`config.mk`:
```
export PLATFORM = sky130hd
export DESIGN_NAME = falling_sprite_engine
export DESIGN_NICKNAME = d
export VERILOG_FILES = /design/src/rtl/falling_sprite_engine_pkg.sv /design/src/rtl/falling_sprite_engine_sprite_channel.sv /design/src/rtl/falling_sprite_engine.sv
export SDC_FILE = /design/constraint.sdc
export NUM_CORES = 1
export LEC_CHECK = 0
export CAP_MARGIN = 20
export CORE_MARGIN = 5
export CORE_UTILIZATION = 40
export CTS_BUF_LIST = sky130_fd_sc_hd__clkbuf_2
export DETAILED_ROUTE_END_ITERATION = 10
export SYNTH_ARGS = -nofsm -noshare
export SYNTH_HDL_FRONTEND = slang
export SYNTH_SLANG_ARGS = --single-unit
```
`constraint.sdc`:
```
create_clock -name clk -period 4.1 [get_ports clk]
set_input_delay 1.23 -clock clk [delete_from_list [all_inputs] [get_ports clk]]
set_output_delay 1.23 -clock clk [all_outputs]
set_load 0.02 [all_outputs]
```
`src/rtl/falling_sprite_engine_pkg.sv`:
```
// Shared types, colours and sprite geometry for the falling sprite engine.
// Geometry is done in signed 13-bit so offsets above/left of a sprite never wrap.
package falling_sprite_engine_pkg;

  typedef enum logic [1:0] {
    ST_IDLE    = 2'd0,
    ST_FALL    = 2'd1,
    ST_EXPLODE = 2'd2
  } sprite_state_t;

  localparam logic [5:0] COL_BODY = 6'b11_10_00;
  localparam logic [5:0] COL_LEAF = 6'b01_11_00;
  localparam logic [5:0] COL_FRAG = 6'b11_11_00;

  localparam logic signed [12:0] BODY_W    = 13'sd10;
  localparam logic signed [12:0] BODY_H    = 13'sd30;
  localparam logic signed [12:0] LEAF_XO   = 13'sd5;
  localparam logic signed [12:0] LEAF_W    = 13'sd20;
  localparam logic signed [12:0] LEAF_H    = 13'sd20;
  localparam logic signed [12:0] FRAG_SZ   = 13'sd5;
  localparam logic signed [12:0] FRAG_HALF = 13'sd2;
  localparam logic signed [12:0] FRAG_XO   = 13'sd5;
  localparam logic signed [12:0] FRAG_YO   = 13'sd15;

  localparam logic [9:0] SCREEN_W = 10'd640;
  localparam logic [9:0] SCREEN_H = 10'd480;

  function automatic logic in_rect(input logic signed [12:0] px, py, x0, y0, w, h);
    return (px >= x0) && (px < x0 + w) && (py >= y0) && (py < y0 + h);
  endfunction

endpackage

```
`src/rtl/falling_sprite_engine_sprite_channel.sv`:
```
// One sprite: IDLE/FALL/EXPLODE state, position, and combinational hit/colour.
// State moves only on launch or frame_tick; no backpressure.
module sprite_channel
  import falling_sprite_engine_pkg::*;
#(
  parameter int X_POS          = 160,
  parameter int Y_START        = 90,
  parameter int Y_FLOOR        = 290,
  parameter int SPEED          = 1,
  parameter int EXPLODE_FRAMES = 16
) (
  input  logic       clk,
  input  logic       reset,
  input  logic       frame_tick,
  input  logic       launch,
  input  logic [9:0] hpos,
  input  logic [9:0] vpos,
  output logic       busy,
  output logic       hit,
  output logic [5:0] rgb
);

  localparam logic [10:0] Y_START_L = 11'(Y_START);
  localparam logic [10:0] Y_FLOOR_L = 11'(Y_FLOOR);
  localparam logic [10:0] SPEED_L   = 11'(SPEED);
  localparam logic [5:0]  R_LAST    = 6'(EXPLODE_FRAMES - 1);
  localparam logic signed [12:0] XS = 13'(X_POS);
  localparam logic signed [12:0] CX = XS + FRAG_XO;
  localparam logic signed [12:0] CY = 13'(Y_FLOOR) + FRAG_YO;

  sprite_state_t state;
  logic [10:0]   y;
  logic [5:0]    r;
  logic [10:0]   y_step;

  assign y_step = y + SPEED_L;

  always_ff @(posedge clk) begin
    if (reset) begin
      state <= ST_IDLE;
      y     <= Y_START_L;
      r     <= '0;
    end else begin
      case (state)
        ST_IDLE: begin
          if (launch) begin
            state <= ST_FALL;
            y     <= Y_START_L;
          end
        end
        ST_FALL: begin
          if (frame_tick) begin
            if (y == Y_FLOOR_L) begin
              state <= ST_EXPLODE;
              r     <= '0;
            end else if (y_step >= Y_FLOOR_L) begin
              y <= Y_FLOOR_L;
            end else begin
              y <= y_step;
            end
          end
        end
        ST_EXPLODE: begin
          if (frame_tick) begin
            if (r == R_LAST) begin
              state <= ST_IDLE;
              r     <= '0;
            end else begin
              r <= r + 6'd1;
            end
          end
        end
        default: state <= ST_IDLE;
      endcase
    end
  end

  assign busy = (state != ST_IDLE);

  logic signed [12:0] px, py, ys, rs;
  logic on_screen, body_hit, leaf_hit, frag_hit;

  assign px = {3'b000, hpos};
  assign py = {3'b000, vpos};
  assign ys = {2'b00, y};
  assign rs = {7'b0000000, r};

  always_comb begin
    on_screen = (hpos < SCREEN_W) && (vpos < SCREEN_H);
    body_hit  = (state == ST_FALL) && in_rect(px, py, XS, ys, BODY_W, BODY_H);
    // Leaves occupy the LEAF_H rows directly above the body top edge.
    leaf_hit  = (state == ST_FALL) &&
                in_rect(px, py, XS - LEAF_XO, ys - LEAF_H, LEAF_W, LEAF_H);
    frag_hit  = (state == ST_EXPLODE) && (
                in_rect(px, py, CX - FRAG_SZ - rs, CY - FRAG_HALF, FRAG_SZ, FRAG_SZ) ||
                in_rect(px, py, CX + rs,           CY - FRAG_HALF, FRAG_SZ, FRAG_SZ) ||
                in_rect(px, py, CX - FRAG_HALF, CY - FRAG_SZ - rs, FRAG_SZ, FRAG_SZ) ||
                in_rect(px, py, CX - FRAG_HALF, CY + rs,           FRAG_SZ, FRAG_SZ));
    hit = on_screen && (body_hit || leaf_hit || frag_hit);
    rgb = '0;
    if (on_screen) begin
      if (body_hit)      rgb = COL_BODY;
      else if (leaf_hit) rgb = COL_LEAF;
      else if (frag_hit) rgb = COL_FRAG;
    end
  end

endmodule

```
`src/rtl/falling_sprite_engine.sv`:
```
// N independent falling sprites with lowest-index-wins pixel mux.
// Pixel outputs registered, 1 clk after hpos/vpos/display_on; no backpressure.
module falling_sprite_engine
  import falling_sprite_engine_pkg::*;
#(
  parameter int N_SPRITES      = 4,
  parameter int X_BASE         = 160,
  parameter int X_STEP         = 80,
  parameter int Y_START        = 90,
  parameter int Y_FLOOR        = 290,
  parameter int SPEED          = 1,
  parameter int EXPLODE_FRAMES = 16
) (
  input  logic                 clk,
  input  logic                 reset,
  input  logic [9:0]           hpos,
  input  logic [9:0]           vpos,
  input  logic                 display_on,
  input  logic                 frame_tick,
  input  logic [N_SPRITES-1:0] launch,
  output logic [N_SPRITES-1:0] busy,
  output logic [5:0]           rgb,
  output logic                 hit,
  output logic [2:0]           hit_id
);

  logic [N_SPRITES-1:0] ch_hit;
  logic [5:0]           ch_rgb [N_SPRITES];

  genvar gi;
  generate
    for (gi = 0; gi < N_SPRITES; gi++) begin : g_ch
      sprite_channel #(
        .X_POS          (X_BASE + gi * X_STEP),
        .Y_START        (Y_START),
        .Y_FLOOR        (Y_FLOOR),
        .SPEED          (SPEED),
        .EXPLODE_FRAMES (EXPLODE_FRAMES)
      ) u_ch (
        .clk        (clk),
        .reset      (reset),
        .frame_tick (frame_tick),
        .launch     (launch[gi]),
        .hpos       (hpos),
        .vpos       (vpos),
        .busy       (busy[gi]),
        .hit        (ch_hit[gi]),
        .rgb        (ch_rgb[gi])
      );
    end
  endgenerate

  logic [5:0] win_rgb;
  logic [2:0] win_id;

  // Scan high to low so the lowest hitting index is the last one written.
  always_comb begin
    win_rgb = '0;
    win_id  = '0;
    for (int i = N_SPRITES - 1; i >= 0; i--) begin
      if (ch_hit[i]) begin
        win_rgb = ch_rgb[i];
        win_id  = 3'(i);
      end
    end
  end

  always_ff @(posedge clk) begin
    if (reset) begin
      rgb    <= '0;
      hit    <= 1'b0;
      hit_id <= '0;
    end else if (display_on && (|ch_hit)) begin
      rgb    <= win_rgb;
      hit    <= 1'b1;
      hit_id <= win_id;
    end else begin
      rgb    <= '0;
      hit    <= 1'b0;
      hit_id <= '0;
    end
  end

endmodule

```
==> run metrics, run 1 <==
htree depth 3; Placed Cells roughly 3200; Die Ht around 220 um; YS warnings 0; Die X-Extent around 220 um; Tcrit/Tclk final a little over nine tenths; predominant post-synthesis flop cell dfxtp_1; count of cell types in the netlist between 80 and 90; Residual DRC 0; total chip power between 0.002 and 0.0025 W; clk slew on worst S/H paths about 0.29 ns; WL/cell roughly 19 um; Max Clock Freq 0.254 GHz; final setup fails 0; Psw about 0.0010 W; Gate Count Post-Synth approximately 2400; CTS Buf Count 9; Synth area leader ha_1; Root Buffer clkbuf_2; Peak VDD IR roughly 0.00016 V; sequential area share after synthesis under 10%; first-pass GRT wire length 96.6 mm; P_int between 0.001 and 0.0015 W; flops & latches, synth approximately 80; share of the synthesized area in the top cell type between 20 and 30%; setup tns final 0 ns; Post-Syn Area approximately 18000 um^2; Clock Latency Late Sink 0.79 ns; worst min path class flip-flop to flip-flop; sequential share of power 33.9%; Post-Syn Area per Cell between 7 and 8 um^2; Critical Path Start Type flip-flop; CP endpoint kind flip-flop; Crit Path Category flip-flop to flip-flop; die area between 40000 and 50000 um^2; top post-synthesis cells by area ha_1 (30%), dfxtp_1 (9.0%), xnor2_1 (7.0%); I/O Buffers 38; Final Critical Period approximately 3.9 ns; GRT overflow 0; IO Pins 42; Starting Density approximately two fifths; HPWL Detailed approximately 49 mm; initial antenna violation count 2; Layout area overhead 17.2%; EDFF count, synth 0; clk buf depth 2; critical path data required time between 4 and 5 ns; final wirelength approximately 60 mm; pin count of the biggest net entering global routing 45; layout cell share with drive strength beyond 1 a little over an eighth; top-count cell post-synth ha_1; Layout Cells excl Fill about 3300; Arr. time, crit path approximately 4.7 ns; row count a little under 80; Max-slew headroom a little under two fifths; 1st-iter DRT viols between 1000 and 1500; Reg area roughly 1700 um^2; Max FO, Critical Path 13; power density over the cells 115 nW/um^2; Leakage roughly 9.2 nW; # nets final around 3100; status finished clean; Core Area around 45000 um^2; Max Cap Viol 0; combined area of the multi-input logic cells 15900 um^2; remaining antenna violation count after routing 0; GP Congestion approximately 0.97; worst-margin pin slew roughly 0.94 ns; number of fill cells in the layout approximately 4600; Clk network pwr share a little over a fifth; CTS sink count between 80 and 90; TritonCTS clock tree done; Post-synth top cells ha_1 (436), nor2_1 (232), nand2_1 (180), a21oi_1 (163); via count 18800; switching share of power 41.9%; GRT Resource Usage Total between 20% and 30%; fin. max-slew vios 0; logic gate share of total power 45.2%; Synth async-reset ratio 0%; Final Hold Viols 0; Clock Skew approximately 0.032 ns; vias in the first global route 18200; hold_buf cts 0; first-pass iteration count of the detailed router 7; Via density roughly 5.8
routing by layer:
layer | track usage (%) | vias to the layer above | wire length (um)
met5 | 0 | - | 0
met4 | 6.23 | 0 | 1390
met3 | 2.37 | 78 | 2400
met2 | 39.0 | 459 | 27700
met1 | 32.7 | 8910 | 29000
li1 | - | 9366 | -
stage by stage:
| stage | util (%) | hold slack [ns] | cell area (um^2) | worst slack, ns |
|---|---|---|---|---|
| 4_1_cts | 46.7 | 0.553 | 21100 | 0.000308 |
| 3_5_place_dp | 46.4 | 0.513 | 21000 | -0.506 |
| 3_3_place_gp | 46.4 | 0.512 | 21000 | -0.435 |
| 6_report | 47.2 | 0.556 | 21300 | 0.156 |
| 5_1_grt | 47.2 | 0.576 | 21300 | -0.0418 |
| 2_1_floorplan | - | 0.469 | 18300 | 0.0652 |
cells by family after synthesis:
logic type / Yosys count / synth area share, %
AO/OA/AOI/OAI: 653 / 23.4
XOR/XNOR: 198 / 9.53
adder cells (fa/ha/maj): 437 / 30.0
buffers and inverters: 228 / 5.03
flip-flops: 82 / 9.02
multiplexers: 9 / 0.509
other: 2 / 0.0413
AND/OR/NAND/NOR: 829 / 22.4
cell usage in the layout, fill, tap and decap left out, drive strengths merged, types with 30 or more instances in the layout:
cell / netlist / final
o211ai: 35 / 35
a21o: 33 / 33
xnor2: 146 / 146
buf: 36 / 260
nor2: 233 / 233
o21ai: 151 / 151
nor3: 94 / 94
nand2b: 56 / 56
ha: 436 / 436
a31oi: 35 / 35
inv: 118 / 119
nand2: 180 / 180
xor2: 52 / 52
nor2b: 30 / 30
dfxtp: 82 / 82
nand4: 42 / 42
nand3: 63 / 63
a21oi: 164 / 164
cell type report:
class,count,share of cell area [%]
timing repair buffer,288,11.3
clock inverter,7,0.323
tap,600,3.52
multi-input combinational,2145,74.6
clock buffer,9,0.211
sequential,82,7.78
inverter,122,2.15
antenna,3,0.0352
flip-flops by register name, indices dropped and copies added (netlist names):
| signal | flops |
|---|---|
| g_ch.u_ch.y | 44 |
| g_ch.u_ch.r | 24 |
| g_ch.u_ch.state | 8 |
| rgb | 3 |
| hit_id | 2 |
| hit | 1 |
path summary, 6_finish.rpt:
kind / cells after the start / to / startpoint / slack, ns
setup / recovery: 15 / rgb[5]$_SDFF_PP0_ / g_ch[1].u_ch.r[0]$_SDFFE_PP0P_ / 0.16
hold / removal: 1 / g_ch[2].u_ch.state[0]$_SDFFE_PP0P_ / g_ch[2].u_ch.state[1]$_SDFFE_PP0P_ / 0.56
setup reg to reg: 15 / rgb[5]$_SDFF_PP0_ / g_ch[1].u_ch.r[0]$_SDFFE_PP0P_ / 0.16
hold reg to reg: 1 / g_ch[2].u_ch.state[0]$_SDFFE_PP0P_ / g_ch[2].u_ch.state[1]$_SDFFE_PP0P_ / 0.56
power groups by stage:
| stage | logic [W] | registers, W | clock network [W] |
|---|---|---|---|
| 2_1_floorplan | 0.000638 | 0.000845 | 0 |
| 3_3_place_gp | 0.00106 | 0.000846 | 0 |
| 3_5_place_dp | 0.00109 | 0.000846 | 0 |
| 4_1_cts | 0.00110 | 0.000832 | 0.000553 |
| 5_1_grt | 0.00124 | 0.000834 | 0.000576 |
| 6_report | 0.00111 | 0.000831 | 0.000515 |
critical path, stage by stage, from the launching register on:
cell and delay [ns]:
dfxtp_2 0.41, buf_12 0.14, inv_1 0.07, ha_2 0.20
nand2_1 0.08, xor2_1 0.15, or3_1 0.39, or3_4 0.35
ha_1 0.31, a2111oi_2 0.35, or4b_4 0.54, a41oi_4 0.20
or3b_4 0.17, nor4_2 0.05, buf_4 0.14, a2111oi_2 0.32
repair_timing:
| item | in CTS | in global routing |
|---|---|---|
| endpoints found under the setup margin | 5 | 6 |
| pin swaps | 1 | 3 |
| hold endpoints to repair | 0 | 0 |
| resized for setup | 6 | 45 |
| setup buffers | 1 | 0 |
| cloned | 0 | 0 |
(Power assumes the default switching activity.)
==> inputs of run 2 (changes only) <==
--- a/config.mk
+++ b/config.mk
@@ -13,3 +13,4 @@
 export SYNTH_ARGS = -nofsm -noshare
 export SYNTH_HDL_FRONTEND = slang
 export SYNTH_SLANG_ARGS = --single-unit
+export TNS_END_PERCENT = 5
==> results of run 2 <==
No change in the layout: final DEF, timing and power equal those of run 1.
==> inputs of run 3 (changes only) <==
--- a/config.mk
+++ b/config.mk
@@ -10,6 +10,7 @@
 export CORE_UTILIZATION = 40
 export CTS_BUF_LIST = sky130_fd_sc_hd__clkbuf_2
 export DETAILED_ROUTE_END_ITERATION = 10
+export DONT_BUFFER_PORTS = 1
 export SYNTH_ARGS = -nofsm -noshare
 export SYNTH_HDL_FRONTEND = slang
 export SYNTH_SLANG_ARGS = --single-unit
==> run 3 against run 2 <==
Effect of this change: utilization fell by 3.6 points; clock-buffer cell count did not move; worst hold slack got worse by 0.054 ns; register-to-register slack got worse by 0.08 ns; design area fell by 7.7%; sequential power barely moved; global-route usage fell by 0.86 points; critical path depth rose by 3; maximum frequency fell by 1.9%; routed wire length fell by 3.3%; first-iteration DRC count fell by 14%; largest cell class unchanged; largest power group is now registers.
==> run metrics, run 3 (same netlist as run 1, synthesis figures left out) <==
clk slew on worst S/H paths 0.27 ns (-0.02 ns); final core occ 43.5% (-3.6 points); first-pass GRT wire length 93.5 mm (-3.2%); FF-to-FF path depth 18 (+3); CTS sink count 82 (unchanged); Crit Path Category flip-flop to flip-flop; Clock Skew 0.0604 ns (+0.0283 ns); die area 49900 um^2 (unchanged); Die X-Extent 223 um (unchanged); I/O Buffers 0 (-100%); WL/cell 18.9 um (+1.8%); met3 usage 3.41% (+1.0 points); CP endpoint kind flip-flop; pre-CTS setup slack 0.00641 ns (+0.512 ns); Max Cap Viol 0 (unchanged); worst min path class input port to flip-flop; placed instance area 19500 um^2 (-7.0%); combined area of the multi-input logic cells 15800 um^2 (-0.84%); hold endpoint g_ch[1].u_ch.y[8]$_SDFFE_PP0P_; Via density 5.93 (+2.6%); worst-margin pin slew 0.945 ns (+0.00494 ns); number of fill cells in the layout 4557 (-0.088%); P_int 0.00125 W (-12%); logic gate share of total power 39.4% (-5.8 points); HPWL Detailed 43.6 mm (-11%); r2r setup slk 0.08 ns (-0.08 ns); remaining antenna violation count after routing 0 (unchanged); Reg area 1650 um^2 (-0.45%); IO Pins 42 (unchanged); clk buf depth 2 (unchanged); unrepaired setup endpoints after global routing yes; Clock Latency Late Sink 0.78 ns (about the same); Max Clock Freq 0.249 GHz (-1.9%); Final Critical Period 4.02 ns (+0.0770 ns); first-pass iteration count of the detailed router 5 (-2); vias in the first global route 17800 (-2.1%); GP Congestion 0.910 (-6.5%); status finished clean; most frequent cells in the layout ha_1 (435), nor2_1 (232), nand2_1 (180); Psw 0.000863 W (-16%); htree depth 3 (unchanged); row count 78 (unchanged); met2 Use GR 36.8% (-2.2 points); critical path data required time 4.78 ns (-0.04 ns); Top Registers g_ch.u_ch.y (44), g_ch.u_ch.r (24), g_ch.u_ch.state (8); Die Ht 223 um (unchanged); initial antenna violation count 3 (+1); GRT Resource Usage Total 22.7% (-0.86 points); Placed Cells 3073 (-5.0%); Layout Cells excl Fill 3093 (-5.0%); largest register by flop count g_ch.u_ch.y; Starting Density 40.3% (unchanged); final wirelength 58.4 mm (-3.3%); via count 18300 (-2.6%); Final Hold Viols 0 (unchanged); GRT overflow 0 (unchanged); critical register-to-register path startpoint g_ch[3].u_ch.r[0]$_SDFFE_PP0P_; sequential share of power 39.5% (+5.6 points); Root Buffer clkbuf_2; Arr. time, crit path 4.70 ns (+0.04 ns); power density over the cells 107 nW/um^2 (-6.8%); Hold Path Cell Cnt 1 (unchanged); hold_buf cts 0 (unchanged); Leakage 8.34 nW (-9.3%); Max FO, Critical Path 5 (-8); final setup fails 0 (unchanged); Peak VDD IR 0.000142 V (-11%); post-route setup slack 0.0788 ns (-0.0770 ns); HP Start reset; Core Area 45200 um^2 (unchanged); 1st-iter DRT viols 1196 (-14%); pin count of the biggest net entering global routing 77 (+71%); TritonCTS clock tree done; met1 usage 30.6% (-2.0 points); number of flip-flops in the largest register 44 (unchanged); RR Endpoint rgb[5]$_SDFF_PP0_; Most Crowded Layer GR met2; Clk network pwr share 21.1% (about the same); Critical Path Start Type flip-flop; CTS Buf Count 9 (unchanged); Final Cell Area 19700 um^2 (-7.7%); Max-slew headroom 36.5% (-0.33 points); # nets final 2950 (-5.2%); fin. max-slew vios 0 (unchanged); switching share of power 40.9% (-1.0 points); most common cell after layout, fill and taps aside ha_1; Tcrit/Tclk final 98.1% (+1.9 points); Layout area overhead 8.13%; Residual DRC 0 (unchanged); layout cell share with drive strength beyond 1 7.75% (-5.5 points)
run 3: timing repair:
| item | CTS | global route |
|---|---|---|
| setup endpoints to repair | 1 | 6 |
| gates resized for setup | 1 | 25 |
| pin swaps | 0 | 2 |
| buffers inserted | 0 | 1 |
| endpoints found under the hold margin | 0 | 0 |
run 3: cell type report:
type                       instances  share of cell area, %
multi-input combinational       2145                   80.2
sequential                        82                   8.39
timing repair buffer             126                   4.81
tap                              600                   3.82
inverter                         122                   2.33
clock buffer                       9                  0.229
clock inverter                     6                  0.178
antenna                            3                 0.0382
run 3: metal layers:
layer  up-vias  part of all wire (%)  routed length [um]
li1       9046                     -                   -
met1      8691                    47               27400
met2       481                    45               26200
met3       112                   4.9                2860
met4         2                   3.3                1910
met5         -                 0.022                  13
run 3: worst max-delay path by stage:
stage | end | slack (ns) | cells past startpoint | start
2_1_floorplan | hit$_SDFF_PP0_ | 0.07 | 17 | g_ch[3].u_ch.r[0]$_SDFFE_PP0P_
3_3_place_gp | rgb[5]$_SDFF_PP0_ | 0.06 | 11 | hpos[6]
3_5_place_dp | rgb[5]$_SDFF_PP0_ | 0.006 | 17 | g_ch[3].u_ch.r[0]$_SDFFE_PP0P_
4_1_cts | rgb[2]$_SDFF_PP0_ | 0.04 | 17 | g_ch[3].u_ch.r[0]$_SDFFE_PP0P_
5_1_grt | rgb[5]$_SDFF_PP0_ | -0.18 | 19 | g_ch[2].u_ch.r[1]$_SDFFE_PP0P_
6_report | rgb[5]$_SDFF_PP0_ | 0.08 | 18 | g_ch[3].u_ch.r[0]$_SDFFE_PP0P_
run 3: power by group through the flow:
stage	logic (W)	registers, W	clock network (W)
5_1_grt	0.000956	0.000837	0.000494
3_5_place_dp	0.000816	0.000848	0
4_1_cts	0.000822	0.000834	0.000476
6_report	0.000832	0.000833	0.000446
2_1_floorplan	0.000638	0.000845	0
3_3_place_gp	0.000782	0.000848	0
run 3: worst max-delay path: stages, from the launching register on:
cell,delay (ns)
dfxtp_1,0.46
inv_1,0.09
ha_1,0.32
inv_1,0.07
nor2_1,0.15
nor2_1,0.09
or3_1,0.33
buf_4,0.15
xnor2_1,0.12
ha_1,0.20
or4_1,0.46
o21ai_0,0.20
o211ai_1,0.21
a21oi_2,0.29
a311oi_2,0.10
or2b_2,0.24
nor4_2,0.04
buf_4,0.14
a2111oi_2,0.31
run 3: through the flow:
stage / total power (W) / setup TNS, ns / hold slack (ns)
after global placement: 0.00163 / 0 / 0.553
final: 0.00211 / 0 / 0.501
after global routing: 0.00229 / -0.175 / 0.418
after detailed placement: 0.00166 / 0 / 0.558
after floorplan: 0.00148 / 0 / 0.469
after CTS: 0.00213 / 0 / 0.399
